$ cat src/rtl/sub_pkg.sv
// Shared definitions for the bit-serial subtractor: FSM encoding and a
// default operand width for benches.
package sub_pkg;
  typedef enum logic [1:0] {
    S_IDLE  = 2'd0,
    S_SHIFT = 2'd1,
    S_DONE  = 2'd2
  } state_t;

  localparam int DEF_WIDTH = 4;
endpackage

$ cat src/rtl/fs_cell.sv
// One-bit full subtractor: d = x - y - bin, bout set when the bit underflows.
module fs_cell (
  input  logic x,
  input  logic y,
  input  logic bin,
  output logic d,
  output logic bout
);
  assign d    = x ^ y ^ bin;
  assign bout = (~x & y) | (~(x ^ y) & bin);
endmodule

$ cat src/rtl/serial_subtractor.sv
// Bit-serial subtractor: diff = a - b - borrow_in, one bit per clock, LSB first,
// built from a single fs_cell and a borrow flip-flop.
module serial_subtractor
  import sub_pkg::*;
#(
  parameter int WIDTH = 4
) (
  input  logic             clk,
  input  logic             rst_n,
  input  logic             start,
  input  logic [WIDTH-1:0] a,
  input  logic [WIDTH-1:0] b,
  input  logic             borrow_in,
  output logic             busy,
  output logic             done,
  output logic [WIDTH-1:0] diff,
  output logic             borrow_out
);
  localparam int CW = $clog2(WIDTH) + 1;
  localparam logic [CW-1:0] LAST = CW'(WIDTH - 1);

  state_t           state;
  logic [WIDTH-1:0] sa, sb, pr;
  logic             br;
  logic [CW-1:0]    cnt;
  logic             d, bout;

  fs_cell u_fs (
    .x   (sa[0]),
    .y   (sb[0]),
    .bin (br),
    .d   (d),
    .bout(bout)
  );

  always_ff @(posedge clk) begin
    if (!rst_n) begin
      state      <= S_IDLE;
      busy       <= 1'b0;
      done       <= 1'b0;
      diff       <= '0;
      borrow_out <= 1'b0;
      sa         <= '0;
      sb         <= '0;
      pr         <= '0;
      br         <= 1'b0;
      cnt        <= '0;
    end else begin
      case (state)
        // DONE accepts a new request exactly like IDLE, so ops can run back to back
        S_IDLE, S_DONE: begin
          done <= 1'b0;
          if (start) begin
            sa    <= a;
            sb    <= b;
            br    <= borrow_in;
            pr    <= '0;
            cnt   <= '0;
            state <= S_SHIFT;
            busy  <= 1'b1;
          end else begin
            state <= S_IDLE;
            busy  <= 1'b0;
          end
        end
        S_SHIFT: begin
          br  <= bout;
          sa  <= sa >> 1;
          sb  <= sb >> 1;
          pr  <= {d, pr[WIDTH-1:1]};
          cnt <= cnt + CW'(1);
          // Last bit: publish the completed word directly, bypassing pr
          if (cnt == LAST) begin
            diff       <= {d, pr[WIDTH-1:1]};
            borrow_out <= bout;
            state      <= S_DONE;
            busy       <= 1'b0;
            done       <= 1'b1;
          end
        end
        default: begin
          state <= S_IDLE;
          busy  <= 1'b0;
          done  <= 1'b0;
        end
      endcase
    end
  end
endmodule
$ cat config.mk
export PLATFORM = sky130hd
export DESIGN_NAME = serial_subtractor
export DESIGN_NICKNAME = d
export VERILOG_FILES = /design/src/rtl/sub_pkg.sv /design/src/rtl/fs_cell.sv /design/src/rtl/serial_subtractor.sv
export SDC_FILE = /design/constraint.sdc
export NUM_CORES = 1
export LEC_CHECK = 0
export BUFFER_PORTS_ARGS = -buffer_cell sky130_fd_sc_hd__buf_4
export CORE_MARGIN = 1.5
export CORE_UTILIZATION = 51
export CTS_BUF_LIST = sky130_fd_sc_hd__clkbuf_8 sky130_fd_sc_hd__clkbuf_16
export DETAILED_ROUTE_END_ITERATION = 12
export HOLD_SLACK_MARGIN = 0.03
export PLACE_DENSITY_LB_ADDON = 0.15
export SLEW_MARGIN = 20
export SYNTH_ARGS = -nofsm -noshare
export SYNTH_HDL_FRONTEND = slang
export SYNTH_SLANG_ARGS = --single-unit
$ cat constraint.sdc
create_clock -name clk -period 1.6 [get_ports clk]
set_clock_uncertainty 0.2 [all_clocks]
set_input_delay 0.32 -clock clk [delete_from_list [all_inputs] [get_ports clk]]
set_output_delay 0.32 -clock clk [all_outputs]
set_load 0.05 [all_outputs]
==> impl_results.md <==
- WP depth: 5
- Buf/Inv on CP: 0
- Share of layout cells above drive strength 1: 0.222
- Mean post-synth cell area: roughly 8.5 µm²
- HP Class: input port to flip-flop
- Fill count: between 150 and 200
- CP endpoint kind: flip-flop
- Crit-path leading delay family: adder cells
- Clk sinks: 24
- Antenna cells: 0
- Initial antenna violation count: 0
- Area of the mapped netlist: 981 µm²
- Clk_lat worst skew: 0.27 ns
- Crit-path cells: ha_1, ha_2, nand3b_1, nand2_1, a21oi_1
- Die Wd: roughly 47 µm
- Antenna-violating nets left: 0
- Root Buffer: clkbuf_8
- Hpwl dp: ~1300 µm
- Global-route wire length before repair: 3150 µm
- Netlist cell types: 24
- 1st-pass router iterations: 4
- Most common cell after layout, fill and taps aside: dfxtp_1
- CTS tree: done
- Fin Setup TNS: 0 ns
- Buffer count from post-CTS setup fixing: 0
- # setup viols final: 0
- Synth Instances: between 100 and 150
- Total global routing overflow: 0
- Setup repair after global routing missed its margin: false
- #FFs+latches synth: 24
- Clock-pin slew on the worst setup and hold paths: ~0.08 ns
- Largest cells by area after synthesis: dfxtp_1 49%, nand2_1 8.4%, a21oi_1 7.7%, nand3_1 6.6%, a31oi_1 4.5%
- Setup WS pre-CTS: 0.111 ns
- Leading area contributor after synthesis: dfxtp_1
- PortBufs: 18
- Min-Delay Startpoint: a[3]
- Die Y: ~47 µm
- H-tree depth: 1
- Status: finished clean
- Worst path max stage delay: ~0.35 ns
- Power Dens Cells: approximately 1100 mW/mm²
- Core area: between 0.0015 and 0.002 mm²
- Initial Util: 0.556
- Fin. max-slew vios: 0
- Layout area overhead: 22.4%
- Worst-Margin Slew: between 0.3 and 0.4 ns
- GR Util All Layers: 0.210
- Pwr Total: between 1 and 1.5 mW
- WP data required: around 1.6 ns
- GP Congestion: around 0.7
- DRT Wirelength: around 1900 µm
- Synth top area share: 0.490
- Layout Nets: 151
- Drt via density: 5.28
- Largest net degree at the start of global routing: 19
- Crit path DAT: 1.39 ns
- Peak supply drop: roughly 0.9 mV
- Crit Path Category: flip-flop to flip-flop
- DRT iter0 DRCs: 13
- Utilization after layout: 0.681
- Placed cell areas: 0.00113 mm²
- CP Launch Type: flip-flop
- Max Root-Sink Buffers: 2
- Row Count: 15
- Final Hold Viols: 0
- CTS Buf Count: 3
- Cts hold-fix bufs: 0
- Max_slew headroom: 0.790
- Slowest-stage cell, CP: dfxtp_1
- Pleak: around 0.46 nW
- Final Cell Area: 0.00120 mm²
- Post-synthesis sequential area ratio: 0.490
- DR WL/cell: approximately 12 µm
- Vias in the first global route: approximately 740
- Cells on worst reg2reg path: 5
- Worst R2R End: diff[1]
- Syn Nets: 131
- Highest clock rate: around 0.7 GHz
- Io pins: 19
- Critical path startpoint: cnt[0]
- Worst Setup EP: diff[1]
- YS warnings: 0
- Setup ws final: roughly 0.16 ns
- Most frequent cells in the layout: 24 x dfxtp_1, 22 x nand2_1, 22 x buf_4, 15 x a21oi_1, 13 x nand3_1
- Crit path time final: 1.44 ns
- Routed via count: 844
- CP Max Fanout: 9
- Max cap viols: 0
- Critical R2R Launch: cnt[0]
- Post-route clock period utilization: 0.898
- Full die area: between 0.002 and 0.0025 mm²
- Reg2Reg Setup Slack: approximately 0.16 ns
- DRC Markers: 0
timing repair:
action	in CTS	in global routing
hold endpoints to repair	0	0
gates resized for setup	0	1
setup endpoints to repair	0	4
cell type report:
type	count	area [µm²]	share of cell area
sequential	24	480	0.400
clock buffer	3	41.3	0.0344
inverter	5	18.8	0.0156
clock inverter	1	30.0	0.0250
timing repair buffer	22	165	0.137
tap	25	31.3	0.0260
multi-input combinational	80	434	0.361
cells by family (layout without fill, tap and decap cells):
group           count (synthesis)  in the layout  synth area share
buf+inv                        12             31            0.0701
fa+ha+maj                       3              3            0.0459
simple gates                   47             47             0.224
compound gates                 30             30             0.170
flops                          24             24             0.490
metal layers:
metal	part of all wire	GRT usage
met2	0.46	0.315
met1	0.48	0.270
met4	0.015	0.106
met3	0.045	0.0692
met5	0	0
power by group:
part	internal, mW	switching, mW
Sequential	0.627	0.0164
Clock	0.335	0.192
Combinational	0.0677	0.0881
Total	1.03	0.296
synthesized netlist by cell type, drive strengths merged:
master,count
buf,6
nor3,2
clkbuf,1
dfxtp,24
fa,1
nand2b,3
nand3,13
a2bb2oi,1
a21oi,15
and2b,1
nor2b,1
nand2,22
o21ai,6
nand3b,1
or2b,1
nor2,3
a311oi,1
inv,5
a31oi,7
ha,2
worst min-delay path, stage by stage:
cell	delay [ns]
buf_4	0.11
nand2_1	0.04
a21oi_1	0.05
how the worst min path moves through the flow:
stage | to | cells past startpoint
global route | sa[3] | 3
floorplan | diff[0] | 2
detailed placement | diff[3] | 2
CTS | sa[3] | 3
finish | sa[3] | 3
global placement | diff[3] | 2
state kept, by name (all words and copies together) (netlist names), 2 cells and up:
register  cells
sa            4
cnt           3
diff          4
pr            3
sb            4
state         2
metrics by stage:
stage	hold WS (ns)	cells
2_1_floorplan	0.244	116
3_3_place_gp	0.249	156
3_5_place_dp	0.250	156
4_1_cts	0.0848	160
5_1_grt	0.0801	160
6_report	0.0877	160
Note: power is estimated with default switching activity, not from simulation.
